## config.mk

```make
export PLATFORM = sky130hd
export DESIGN_NAME = intersection_phase_ctrl
export DESIGN_NICKNAME = d
export VERILOG_FILES = /design/src/rtl/traffic_pkg.sv /design/src/rtl/phase_timer.sv /design/src/rtl/intersection_phase_ctrl.sv
export SDC_FILE = /design/constraint.sdc
export NUM_CORES = 1
export LEC_CHECK = 0
export CAP_MARGIN = 5
export CORE_MARGIN = 4
export CORE_UTILIZATION = 34
export CTS_CLUSTER_SIZE = 20
export DETAILED_ROUTE_END_ITERATION = 6
export GPL_TIMING_DRIVEN = 1
export HOLD_SLACK_MARGIN = 0.12
export PLACE_DENSITY = 0.59
export SYNTH_ARGS = -nofsm -noshare
export SYNTH_HDL_FRONTEND = slang
export SYNTH_SLANG_ARGS = --single-unit
```

## constraint.sdc

```tcl
create_clock -name clk -period 2.2 [get_ports clk]
set_clock_uncertainty 0.2 [all_clocks]
set_input_delay 0.22 -clock clk [delete_from_list [all_inputs] [get_ports clk]]
set_output_delay 0.22 -clock clk [all_outputs]
set_load 0.05 [all_outputs]
```

## src/rtl/traffic_pkg.sv

```systemverilog
// Shared types and light encodings for the intersection phase controller.
package traffic_pkg;

    typedef enum logic [2:0] {
        MAIN_G    = 3'd0,
        MAIN_Y    = 3'd1,
        RED_A     = 3'd2,
        SIDE_G    = 3'd3,
        SIDE_Y    = 3'd4,
        PED_WALK  = 3'd5,
        PED_FLASH = 3'd6,
        RED_B     = 3'd7
    } phase_e;

    localparam logic [2:0] RED       = 3'b100;
    localparam logic [2:0] YELLOW    = 3'b010;
    localparam logic [2:0] GREEN     = 3'b001;

    localparam logic [1:0] WALK      = 2'b10;
    localparam logic [1:0] DONT_WALK = 2'b01;
    localparam logic [1:0] DARK      = 2'b00;

    // Main-road lamp shown in a given phase
    function automatic logic [2:0] main_light_of(input phase_e s);
        case (s)
            MAIN_G:  return GREEN;
            MAIN_Y:  return YELLOW;
            default: return RED;
        endcase
    endfunction

    // Side-road lamp shown in a given phase
    function automatic logic [2:0] side_light_of(input phase_e s);
        case (s)
            SIDE_G:  return GREEN;
            SIDE_Y:  return YELLOW;
            default: return RED;
        endcase
    endfunction

    // Pedestrian lamp; dark only applies during the flashing phase
    function automatic logic [1:0] ped_light_of(input phase_e s, input logic dark);
        case (s)
            PED_WALK:  return WALK;
            PED_FLASH: return dark ? DARK : DONT_WALK;
            default:   return DONT_WALK;
        endcase
    endfunction

endpackage

```

## src/rtl/phase_timer.sv

```systemverilog
// Loadable seconds down-counter; done fires on the tick that finds it at zero.
module phase_timer #(
    parameter int unsigned    CNT_W   = 5,
    parameter logic [CNT_W-1:0] RST_VAL = '0
) (
    input  logic             clk,
    input  logic             rst,
    input  logic             i_tick,
    input  logic             i_load,
    input  logic [CNT_W-1:0] i_load_val,
    output logic             o_done_c
);

    logic [CNT_W-1:0] r_cnt;

    // Reload on phase entry, otherwise count ticks down to zero and hold
    always_ff @(posedge clk or posedge rst) begin
        if (rst) begin
            r_cnt <= RST_VAL;
        end else if (i_load) begin
            r_cnt <= i_load_val;
        end else if (i_tick && (r_cnt != '0)) begin
            r_cnt <= r_cnt - CNT_W'(1);
        end
    end

    assign o_done_c = i_tick && (r_cnt == '0);

endmodule

```

## src/rtl/intersection_phase_ctrl.sv

```systemverilog
// Two-road intersection controller with one pedestrian crossing.
// Optional build macro PED_COUNTDOWN_EN adds the ped_remain crossing countdown.
module intersection_phase_ctrl
    import traffic_pkg::*;
#(
    parameter int unsigned CNT_W      = 5,
    parameter int unsigned T_MAIN_MIN = 10,
    parameter int unsigned T_YELLOW   = 3,
    parameter int unsigned T_ALL_RED  = 1,
    parameter int unsigned T_SIDE_G   = 8,
    parameter int unsigned T_WALK     = 7,
    parameter int unsigned T_FLASH    = 4
) (
    input  logic             clk,
    input  logic             rst,
    input  logic             tick_1hz,
    input  logic             ped_btn,
    input  logic             side_sensor,
    output logic [2:0]       main_light,
    output logic [2:0]       side_light,
    output logic [1:0]       ped_light,
    output logic             ped_wait,
    output logic [2:0]       phase
`ifdef PED_COUNTDOWN_EN
    ,
    output logic [CNT_W-1:0] ped_remain
`endif
);

    phase_e           r_state;
    phase_e           w_next;
    logic             r_ped_req;
    logic             r_side_req;
    logic             r_rr_last;
    logic             r_flash_dark;
    logic [CNT_W-1:0] r_elapsed;
    logic [2:0]       r_main_light;
    logic [2:0]       r_side_light;
    logic [1:0]       r_ped_light;
    logic             w_enter;
    logic             w_done;
    logic             w_next_dark;
    logic             w_min_green;
    logic [CNT_W-1:0] w_load_val;

    phase_timer #(
        .CNT_W   (CNT_W),
        .RST_VAL (CNT_W'(T_ALL_RED - 1))
    ) u_timer (
        .clk        (clk),
        .rst        (rst),
        .i_tick     (tick_1hz),
        .i_load     (w_enter),
        .i_load_val (w_load_val),
        .o_done_c   (w_done)
    );

    // The current tick completes the minimum green once elapsed reaches T_MAIN_MIN-1
    assign w_min_green = (r_elapsed >= CNT_W'(T_MAIN_MIN - 1));

    // Phase sequencing and the round-robin grant at the end of RED_A
    always_comb begin
        w_next = r_state;
        case (r_state)
            MAIN_G:    if (tick_1hz && w_min_green && (r_ped_req || r_side_req)) w_next = MAIN_Y;
            MAIN_Y:    if (w_done) w_next = RED_A;
            RED_A: begin
                if (w_done) begin
                    if (r_ped_req && r_side_req) w_next = r_rr_last ? SIDE_G : PED_WALK;
                    else if (r_side_req)         w_next = SIDE_G;
                    else if (r_ped_req)          w_next = PED_WALK;
                    else                         w_next = MAIN_G;
                end
            end
            SIDE_G:    if (w_done) w_next = SIDE_Y;
            SIDE_Y:    if (w_done) w_next = RED_B;
            PED_WALK:  if (w_done) w_next = PED_FLASH;
            PED_FLASH: if (w_done) w_next = RED_B;
            RED_B:     if (w_done) w_next = MAIN_G;
        endcase
    end

    assign w_enter = (w_next != r_state);

    // Timer reload value for the phase being entered
    always_comb begin
        w_load_val = CNT_W'(T_MAIN_MIN - 1);
        case (w_next)
            MAIN_Y, SIDE_Y: w_load_val = CNT_W'(T_YELLOW - 1);
            RED_A, RED_B:   w_load_val = CNT_W'(T_ALL_RED - 1);
            SIDE_G:         w_load_val = CNT_W'(T_SIDE_G - 1);
            PED_WALK:       w_load_val = CNT_W'(T_WALK - 1);
            PED_FLASH:      w_load_val = CNT_W'(T_FLASH - 1);
            default:        w_load_val = CNT_W'(T_MAIN_MIN - 1);
        endcase
    end

    // Flash phase restarts at DONT_WALK on any entry and toggles per tick
    assign w_next_dark = w_enter ? 1'b0
                       : ((r_state == PED_FLASH) && tick_1hz) ? ~r_flash_dark
                       : r_flash_dark;

    // State, request latches, arbitration memory and registered lamp decode
    always_ff @(posedge clk or posedge rst) begin
        if (rst) begin
            r_state      <= RED_B;
            r_ped_req    <= 1'b0;
            r_side_req   <= 1'b0;
            r_rr_last    <= 1'b0;
            r_elapsed    <= '0;
            r_flash_dark <= 1'b0;
            r_main_light <= RED;
            r_side_light <= RED;
            r_ped_light  <= DONT_WALK;
        end else begin
            r_state      <= w_next;
            r_flash_dark <= w_next_dark;
            r_main_light <= main_light_of(w_next);
            r_side_light <= side_light_of(w_next);
            r_ped_light  <= ped_light_of(w_next, w_next_dark);

            if (w_enter && (w_next == PED_WALK))
                r_ped_req <= 1'b0;
            else if (ped_btn && (r_state != PED_WALK) && (r_state != PED_FLASH))
                r_ped_req <= 1'b1;

            if (w_enter && (w_next == SIDE_G))
                r_side_req <= 1'b0;
            else if (side_sensor && (r_state != SIDE_G) && (r_state != SIDE_Y))
                r_side_req <= 1'b1;

            if ((r_state == RED_A) && w_enter) begin
                if (w_next == SIDE_G)        r_rr_last <= 1'b0;
                else if (w_next == PED_WALK) r_rr_last <= 1'b1;
            end

            if (w_enter)
                r_elapsed <= '0;
            else if ((r_state == MAIN_G) && tick_1hz && (r_elapsed < CNT_W'(T_MAIN_MIN)))
                r_elapsed <= r_elapsed + CNT_W'(1);
        end
    end

`ifdef PED_COUNTDOWN_EN
    logic [CNT_W-1:0] r_ped_remain;

    // Seconds left in the crossing, live only through walk and flash
    always_ff @(posedge clk or posedge rst) begin
        if (rst)
            r_ped_remain <= '0;
        else if (w_enter && (w_next == PED_WALK))
            r_ped_remain <= CNT_W'(T_WALK + T_FLASH);
        else if ((w_next != PED_WALK) && (w_next != PED_FLASH))
            r_ped_remain <= '0;
        else if (tick_1hz)
            r_ped_remain <= r_ped_remain - CNT_W'(1);
    end

    assign ped_remain = r_ped_remain;
`endif

    assign main_light = r_main_light;
    assign side_light = r_side_light;
    assign ped_light  = r_ped_light;
    assign ped_wait   = r_ped_req;
    assign phase      = r_state;

endmodule

```

; ---- Word level (Yosys, flattened, before mapping)
; Cells that the tools add are included.
[word_totals]
ff_bits = 25
inputBits = 5
output_inout_bits = 12
wordCells = 92
[op_classes]
n_addsub = 2
order_cmp = 2
eq_ne = 19
n_mux = 29
bitwise_logic = 1
reduce_logical = 29
[ops]
columns = cell, n
row1 = $mux 3, 11
row2 = $eq 3x3->1 const B, 8
row3 = $pmux 3 s7, 1
row4 = $mux 5, 4
row5 = $pmux 4 s5, 1
row6 = $logic_and 1x1->1, 15
row7 = $eq 3x2->1 const B, 4
row8 = $pmux 3 s2, 2
row9 = $reduce_bool 2->1, 5
row10 = $mux 1, 9
row11 = $ne 3x3->1 const B, 3
row12 = $eq 3x1->1 const B, 2
row13 = $logic_not 3->1, 2
row14 = $reduce_or 2->1, 3
row15 = $add 5x1->5 const B, 1
row16 = $ge 5x4->1 const B, 1
row17 = $logic_not 5->1, 1
row18 = $lt 5x4->1 const B, 1
row19 = $reduce_bool 5->1, 1
row20 = $sub 5x1->5 const B, 1
row21 = $pmux 2 s2, 1
row22 = $ne 3x2->1 const B, 1
row23 = $ne 3x3->1, 1
row24 = $reduce_and 2->1, 1
row25 = other kinds (2), 2

; ---- Logic depth before layout (Yosys ltp)
; Gate-level depths: netlist of the first run.
[logic_depth]
depth_word = 9
mapped_depth = 8
ltp_nobuf = 8

; ---- By module
; Synthesis of the first run repeated with hierarchy kept, for this count alone.
[hier_totals]
hier_cells = 143
hier_area_um2 = 1392.6
[by_module_without_submodules]
columns = mod, instances, cells_each, area_each_um2, seq_area_each_um2
row1 = intersection_phase_ctrl, 1, 108, 1068.5, 508.0
row2 = phase_timer, 1, 35, 324.1, 125.1

; ---- Least setup slack after synthesis of the first run
; No wires, ideal clock.
[synth_path]
kind = register -> register
from = register u_timer.r_cnt[0]
to = register u_timer.r_cnt[3]
setup_ns = 0.125
arrival_ns = 2.017
slack_ns = -0.142
path_stages_with_launch = 9
n_path_buf = 0
synth_period_minus_slack_ns = 2.342
path_cell_list = dfrtp_1 -> inv_1 -> ha_1 -> or4b_4 -> a2111oi_4 -> a211oi_4 -> inv_6 -> nor3_4 -> mux2_4
[synth_between]
elab_chain_len = 8
elab_cells_between_ends = 26
[synth_lines]
columns = element, line_no
row1 = "start, declared", phase_timer.sv:14  ; logic [CNT_W-1:0] r_cnt;
row2 = "start signal, assigned", phase_timer.sv:21  ; r_cnt <= i_load_val;
row3 = "start signal, assigned", phase_timer.sv:23  ; r_cnt <= r_cnt - CNT_W'(1);
row4 = $logic_not 5->1 (*), phase_timer.sv:27  ; assign o_done_c = i_tick && (r_cnt == '0);
row5 = $logic_and 1x1->1 (*), phase_timer.sv:27
row6 = "$mux 3, or another cell as far along", intersection_phase_ctrl.sv:79  ; RED_B: if (w_done) w_next = MAIN_G;
row7 = $pmux 3 s7 (*), intersection_phase_ctrl.sv:64  ; case (r_state)
row8 = via w_next[0], intersection_phase_ctrl.sv:31  ; phase_e w_next;
row9 = "$eq 3x2->1, or another cell as far along", intersection_phase_ctrl.sv:88  ; case (w_next)
row10 = $reduce_or 2->1, intersection_phase_ctrl.sv:88
row11 = $pmux 4 s5, intersection_phase_ctrl.sv:88
row12 = $mux 5, phase_timer.sv:20  ; end else if (i_load) begin
; The timed path passes the listed nets; every way through them passes the cells marked *. The select of a mux whose other input is x is not followed.
; A chain may end at the register's enable or synchronous reset.

; ---- Worst setup path after layout of the first run
[layout_path]
from = register u_timer.r_cnt[1]
to = register u_timer.r_cnt[3]
; Same word-level chain as after synthesis.

==> results of run 1 <==
==> metal layers <==
metal	up-vias	wire length, um	share of wire (%)	global-route usage, %
met1	619	1623	44	19.35
met4	0	63	1.7	4.918
met5	-	0	0	0
met2	21	1854	51	23.54
met3	8	129	3.5	2.066
li1	620	-	-	-
==> worst paths after layout <==
check | from | end
max reg2reg | u_timer.r_cnt[1]$_DFFE_PP0P_ | u_timer.r_cnt[3]$_DFFE_PP0P_
min in group clk | r_elapsed[3]$_DFFE_PP0P_ | r_elapsed[3]$_DFFE_PP0P_
min reg2reg | r_elapsed[3]$_DFFE_PP0P_ | r_elapsed[3]$_DFFE_PP0P_
max in group asynchronous | rst | phase[1]$_DFF_PP1_
min | rst | r_flash_dark$_DFF_PP0_
max | u_timer.r_cnt[1]$_DFFE_PP0P_ | u_timer.r_cnt[3]$_DFFE_PP0P_
==> logic make-up (layout without fill, tap and decap cells) <==
| logic type | Yosys count | count (layout) | share of synthesized area, % |
|---|---|---|---|
| adders and majority gates | 4 | 4 | 3.472 |
| AOI/OAI and AO/OA | 36 | 36 | 19.79 |
| and+or+nand+nor | 50 | 50 | 20.14 |
| muxes | 3 | 3 | 2.430 |
| buffers and inverters | 17 | 78 | 6.597 |
| DFF | 25 | 25 | 43.92 |
| xor gates and xnor gates | 6 | 6 | 3.646 |
==> Yosys cell counts, drive strengths merged <==
cell type   n  area, sq um
a2111oi     2        42.54
a211o       1        8.760
a211oi      4        47.54
a21boi      1        7.510
a21o        1        8.760
a21oi       6        30.03
a32oi       2        17.52
a41oi       2        17.52
and2        1        6.260
and3        2        12.51
buf         4        28.78
clkbuf      2        17.51
dfrtp      19        475.5
dfstp       6        157.7
ha          4        50.05
inv        11        48.80
mux2        1        15.01
mux2i       2        20.02
nand2       7        28.78
nand2b      2        12.51
nand3       3        15.01
nand4b      1        8.760
nor2       18        67.56
nor2b       1        6.260
nor3        7        51.30
nor4        2        18.77
nor4b       1        15.01
o2111ai     1        8.760
o21a        2        15.01
o21ai      10        50.05
o221a       1        11.26
o22ai       2        12.51
o31ai       1        7.510
or2         2        12.52
or3         1        7.510
or4b        2        27.53
xnor2       3        26.28
xor2        3        26.28
==> worst min-delay path, stage by stage <==
cell and delay (ps):
clkdlybuf4s50_1 400, inv_1 60, buf_4 300
==> power breakdown <==
group	leakage, nW	internal (W)	switching [W]
clock	0.0228	0.000129	0.000132
combinational	0.589	0.00102	0.00119
sequential	0.298	0.000681	0.000147
==> registers in the layout, summed over array words and instances (netlist names) <==
signal / count
u_timer.r_cnt: 5
phase: 3
r_side_req: 1
r_elapsed: 5
main_light: 3
r_flash_dark: 1
ped_wait: 1
r_rr_last: 1
side_light: 3
ped_light: 2
==> final cells by class <==
class                           instances  area (sq um)  share of cell area (%)
Clock buffer                            4         45.04                   2.125
Multi-Input combinational cell         99         810.8                   38.25
Tap cell                               50         62.56                   2.952
Sequential cell                        25         633.1                   29.87
Timing Repair Buffer                   63         516.7                   24.38
Inverter                               11         51.30                   2.420
==> stage by stage <==
stage | instance area (sq um) | std cells | util [%] | setup slack (ps) | hold slack, ps
2_1_floorplan | 1465 | 141 | - | -64.17 | 42.87
3_3_place_gp | 1912 | 239 | 47.12 | -176.5 | 331.6
3_5_place_dp | 1912 | 239 | 47.12 | -213.6 | 336.0
4_1_cts | 2058 | 247 | 50.72 | -97.97 | 133.2
5_1_grt | 2120 | 252 | 52.24 | -202.4 | 153.4
6_report | 2120 | 252 | 52.24 | -112.8 | 115.0
==> what timing repair did <==
item,in CTS,in global routing
pin swaps,6,4
resized for setup,18,9
endpoints found under the setup margin,17,21
endpoints found under the hold margin,0,0
buffers inserted,4,6
==> metrics.cfg, run 1 <==
[run_status]
status = complete, but fails checks
violations = negative setup slack

[die]
initial_core_util_pct = 35.52
rows = 23
core-area_sq_um = 4058
ios = 17
dieArea_sq_um = 5345
die_height_um = 73.11
die_w_um = 73.11

[cells_and_area]
mostFrequentLayoutCells = buf_4, dfrtp_1, nor2_1
drive_gt1_share_pct = 47.52
diodes = 0
areaGrowthSynthToFinish_pct = 47.05
layout.nets = 212
layout_commonest_cell = buf_4
num-fill-cells = 355

[timing]
relSlewSlack_pct = 66.18
drv_slew = 0
hold_viol = 0
setup_slack_ps = -112.8
period_minus_slack_ps = 2313
tns_ps = -442.2
setup_viol = 9
final.period_utilization_pct = 105.1
rsz0062_at_grt = yes
tightestPinTransition_ps = 505.8
timing.fmax_mhz = 432.4

[place]
hpwl_um = 2681
portBuffers = 16
gp_congestion = 0.7887

[synthesis]
syn_nets = 150
synthCells = 141
yosys_warnings = 0
synth_area_sq_um = 1441
postSynthAreaPerCell_sq_um = 10.22
ys_seq_area_share_pct = 43.92
yosys.cell_types.count = 53
synth-seq-cells = 25

[grt]
grt_max_degree = 26
grt_pass1_vias = 1307
track_usage_pct = 14.38
grt_overflow = 0
grt_pass1_wl_um = 6009
antenna_found_initial = 0

[worst_setup_path]
cpPeakStageDelay_ps = 530
cp_max_fo = 6
crit_slowest_cell = or4b_4
cp.arrival_ps = 2260
cp.required_ps = 2150
r2r_slack_ps = -110
path_delay_family = simple AND/OR/NAND/NOR gates
critPathBufInv = 2
crit_type = register to register
critPathLaunchType = register
ff2ff_path_depth = 8
path_depth = 8
worstSetupEndpointType = register
crit_chain = inv_2 -> ha_4 -> or4b_4 -> a2111oi_4 -> a211oi_4 -> clkinv_4 -> nor3_4 -> mux2_4

[worst_hold_path]
worstHoldPathType = primary input to async pin

[clock_tree]
clock_sinks = 25
h-tree-depth = 1
ctsHoldBuffers = 0
cts_tree = built
cts_buffers = 3
worstSkewPairLatency_ps = 260
clock_path_buffers = 2
cts.root.buffer_cell = clkbuf_8
path_clk_slew_ps = 80

[power]
powerDensity_nw_per_um2 = 1556
power_w = 0.003298
ir_drop_uv = 711.1
p_leak_nw = 0.9099

[detailed_routing]
ant_nets = 0
route.detailed.wl_per_inst_um = 14.57
totalWireLength_um = 3671
first_pass_iters = 4
routed_via_density = 5.032
drt-initial-drc-count = 33
vias = 1268
drc = 0

[run]
max-cap-violations = 0

(Power assumes the default switching activity.)
==> inputs of run 2 (changes only) <==
--- a/config.mk
+++ b/config.mk
@@ -8,7 +8,6 @@
 export CAP_MARGIN = 5
 export CORE_MARGIN = 4
 export CORE_UTILIZATION = 34
-export CTS_CLUSTER_SIZE = 20
 export DETAILED_ROUTE_END_ITERATION = 6
 export GPL_TIMING_DRIVEN = 1
 export HOLD_SLACK_MARGIN = 0.12
==> results of run 2 <==
Same layout as run 1: the final DEF is identical, and so are final timing and power.
==> inputs of run 3 (changes only) <==
--- a/config.mk
+++ b/config.mk
@@ -12,6 +12,7 @@
 export GPL_TIMING_DRIVEN = 1
 export HOLD_SLACK_MARGIN = 0.12
 export PLACE_DENSITY = 0.59
+export REMOVE_ABC_BUFFERS = 1
 export SYNTH_ARGS = -nofsm -noshare
 export SYNTH_HDL_FRONTEND = slang
 export SYNTH_SLANG_ARGS = --single-unit
==> run 3 against run 2 <==
Sequential share of layout area grew 0.16 points. Flip-flop and latch count is the same. Largest power group unchanged. Final cell count shrank 0.79%. Non-clock buffer count shrank 2. Global-route usage grew 0.63 points. The run still ends with negative setup slack left. Via count grew 0.79%.
==> metrics.cfg, run 3 (same netlist as run 1, synthesis figures left out) <==
[timing]
timing.fmax_mhz = 431.5
relSlewSlack_pct = 63.30
drv_slew = 0
hold_viol = 0
tns_ps = -784.6
tightestPinTransition_ps = 549.9
period_minus_slack_ps = 2318
rsz0062_at_grt = yes
final.period_utilization_pct = 105.3
setup_slack_ps = -117.5
holdWs_ps = 322.5
setup_viol = 11

[worst_setup_path]
worstSetupEndpointType = register
crit_start = u_timer.r_cnt[0]$_DFFE_PP0P_
cp.required_ps = 2160
critPathLaunchType = register
r2r-start = u_timer.r_cnt[0]$_DFFE_PP0P_
cp.arrival_ps = 2280
cpPeakStageDelay_ps = 520
path_delay_family = simple AND/OR/NAND/NOR gates
critPathBufInv = 1
cp_max_fo = 6
crit_slowest_cell = or4b_4
crit_chain = inv_2 -> ha_4 -> or4b_4 -> a2111oi_4 -> a21o_2 -> and3_4 -> a21oi_2
crit_type = register to register

[cells_and_area]
reg_top3 = r_elapsed: 5 flops, u_timer.r_cnt: 5 flops
stdcell_area_sq_um = 2108
layout_commonest_cell = buf_4
stdcell_count = 250
areaGrowthSynthToFinish_pct = 46.27
diodes = 0
layout.nets = 210
mostFrequentLayoutCells = buf_4, dfrtp_1, nor2_1
drive_gt1_share_pct = 45.50

[place]
portBuffers = 16
gp_congestion = 0.8932
place_area_sq_um = 1908
hpwl_um = 2754
dp_cells = 239
place_ws_ps = -200.2

[power]
p_comb_share_pct = 66.8
p_switching_w = 0.001466
intPower_w = 0.001828
clkPwrFrac_pct = 8.6
p_leak_nw = 0.9086
ir_drop_uv = 801.6
switching_share_pct = 44.51
seqPwrFrac_pct = 24.6
powerDensity_nw_per_um2 = 1563

[detailed_routing]
drt-initial-drc-count = 88
ant_nets = 0
routed_via_density = 5.112
vias = 1278
first_pass_iters = 4
totalWireLength_um = 3800
route.detailed.wl_per_inst_um = 15.20
drc = 0

[clock_tree]
clock_path_buffers = 2
worstSkewPairLatency_ps = 270
clock_sinks = 25
h-tree-depth = 1
cts_tree = built
path_clk_slew_ps = 100
cts.root.buffer_cell = clkbuf_8
cts_buffers = 3

[run_status]
status = complete, but fails checks
violations = negative setup slack

[die]
die_w_um = 73.11
dieArea_sq_um = 5345
ios = 17
rows = 23
initial_core_util_pct = 35.52
core-area_sq_um = 4058
die_height_um = 73.11

[run]
max-cap-violations = 0

[grt]
grt_max_degree = 15
grt_overflow = 0
antenna_found_initial = 0
grt_pass1_wl_um = 6334
track_usage_pct = 15.01
grt_pass1_vias = 1324

[worst_hold_path]
hold_start = ped_btn
worstHoldPathType = primary input to register

-- run 3: layout make-up --
cell class,instances,area (sq um)
Clock buffer,3,41.29
Clock inverter,1,5.005
Fill cell,362,1949
Inverter,11,48.80
Multi-Input combinational cell,99,800.8
Sequential cell,25,633.1
Tap cell,50,62.56
Timing Repair Buffer,61,516.7
-- run 3: through the flow --
step           total power, W  utilization [%]
2_1_floorplan        0.001932                -
3_3_place_gp         0.002699            47.02
3_5_place_dp         0.002742            47.02
4_1_cts              0.003162            50.08
5_1_grt              0.003502            51.96
6_report             0.003294            51.96
-- run 3: power groups by stage --
stage               clock network (W)  registers (W)  logic, W
floorplan                           0        0.00117  0.000765
global placement                    0       0.000810   0.00189
detailed placement                  0       0.000819   0.00192
CTS                          0.000285       0.000815   0.00206
global route                 0.000316       0.000830   0.00236
finish                       0.000284       0.000810   0.00220
-- run 3: per-layer routing --
metal | GRT usage, % | share of wire, % | vias to the layer above
met5 | 0 | 0 | -
met4 | 3.689 | 1.0 | 0
met3 | 2.342 | 2.9 | 4
met2 | 25.22 | 51 | 20
met1 | 20.09 | 45 | 634
li1 | - | - | 620
-- run 3: path summary, 6_finish.rpt --
path | to | slack (ps) | cells after the start
max | r_side_req$_DFFE_PP0P_ | -120 | 7
min | ped_wait$_DFFE_PP0P_ | 320 | 3
max reg2reg | r_side_req$_DFFE_PP0P_ | -120 | 7
max in group asynchronous | u_timer.r_cnt[2]$_DFFE_PP0P_ | 570 | 4
min reg2reg | r_rr_last$_DFFE_PP0P_ | 370 | 2
min in group asynchronous | r_flash_dark$_DFF_PP0_ | 650 | 3
-- run 3: repair_timing --
| item | 4_1_cts | 5_1_grt |
|---|---|---|
| hold endpoints to repair | 7 | 0 |
| setup endpoints to repair | 20 | 20 |
| hold buffers | 1 | 0 |
| resized for setup | 15 | 10 |
| pin swaps | 5 | 3 |
| setup buffers | 2 | 6 |
-- run 3: worst reg2reg max path: stages, from the launching register on --
cell	delay (ps)
dfrtp_1	400
inv_2	90
ha_4	130
or4b_4	520
a2111oi_4	400
a21o_2	180
and3_4	240
a21oi_2	60
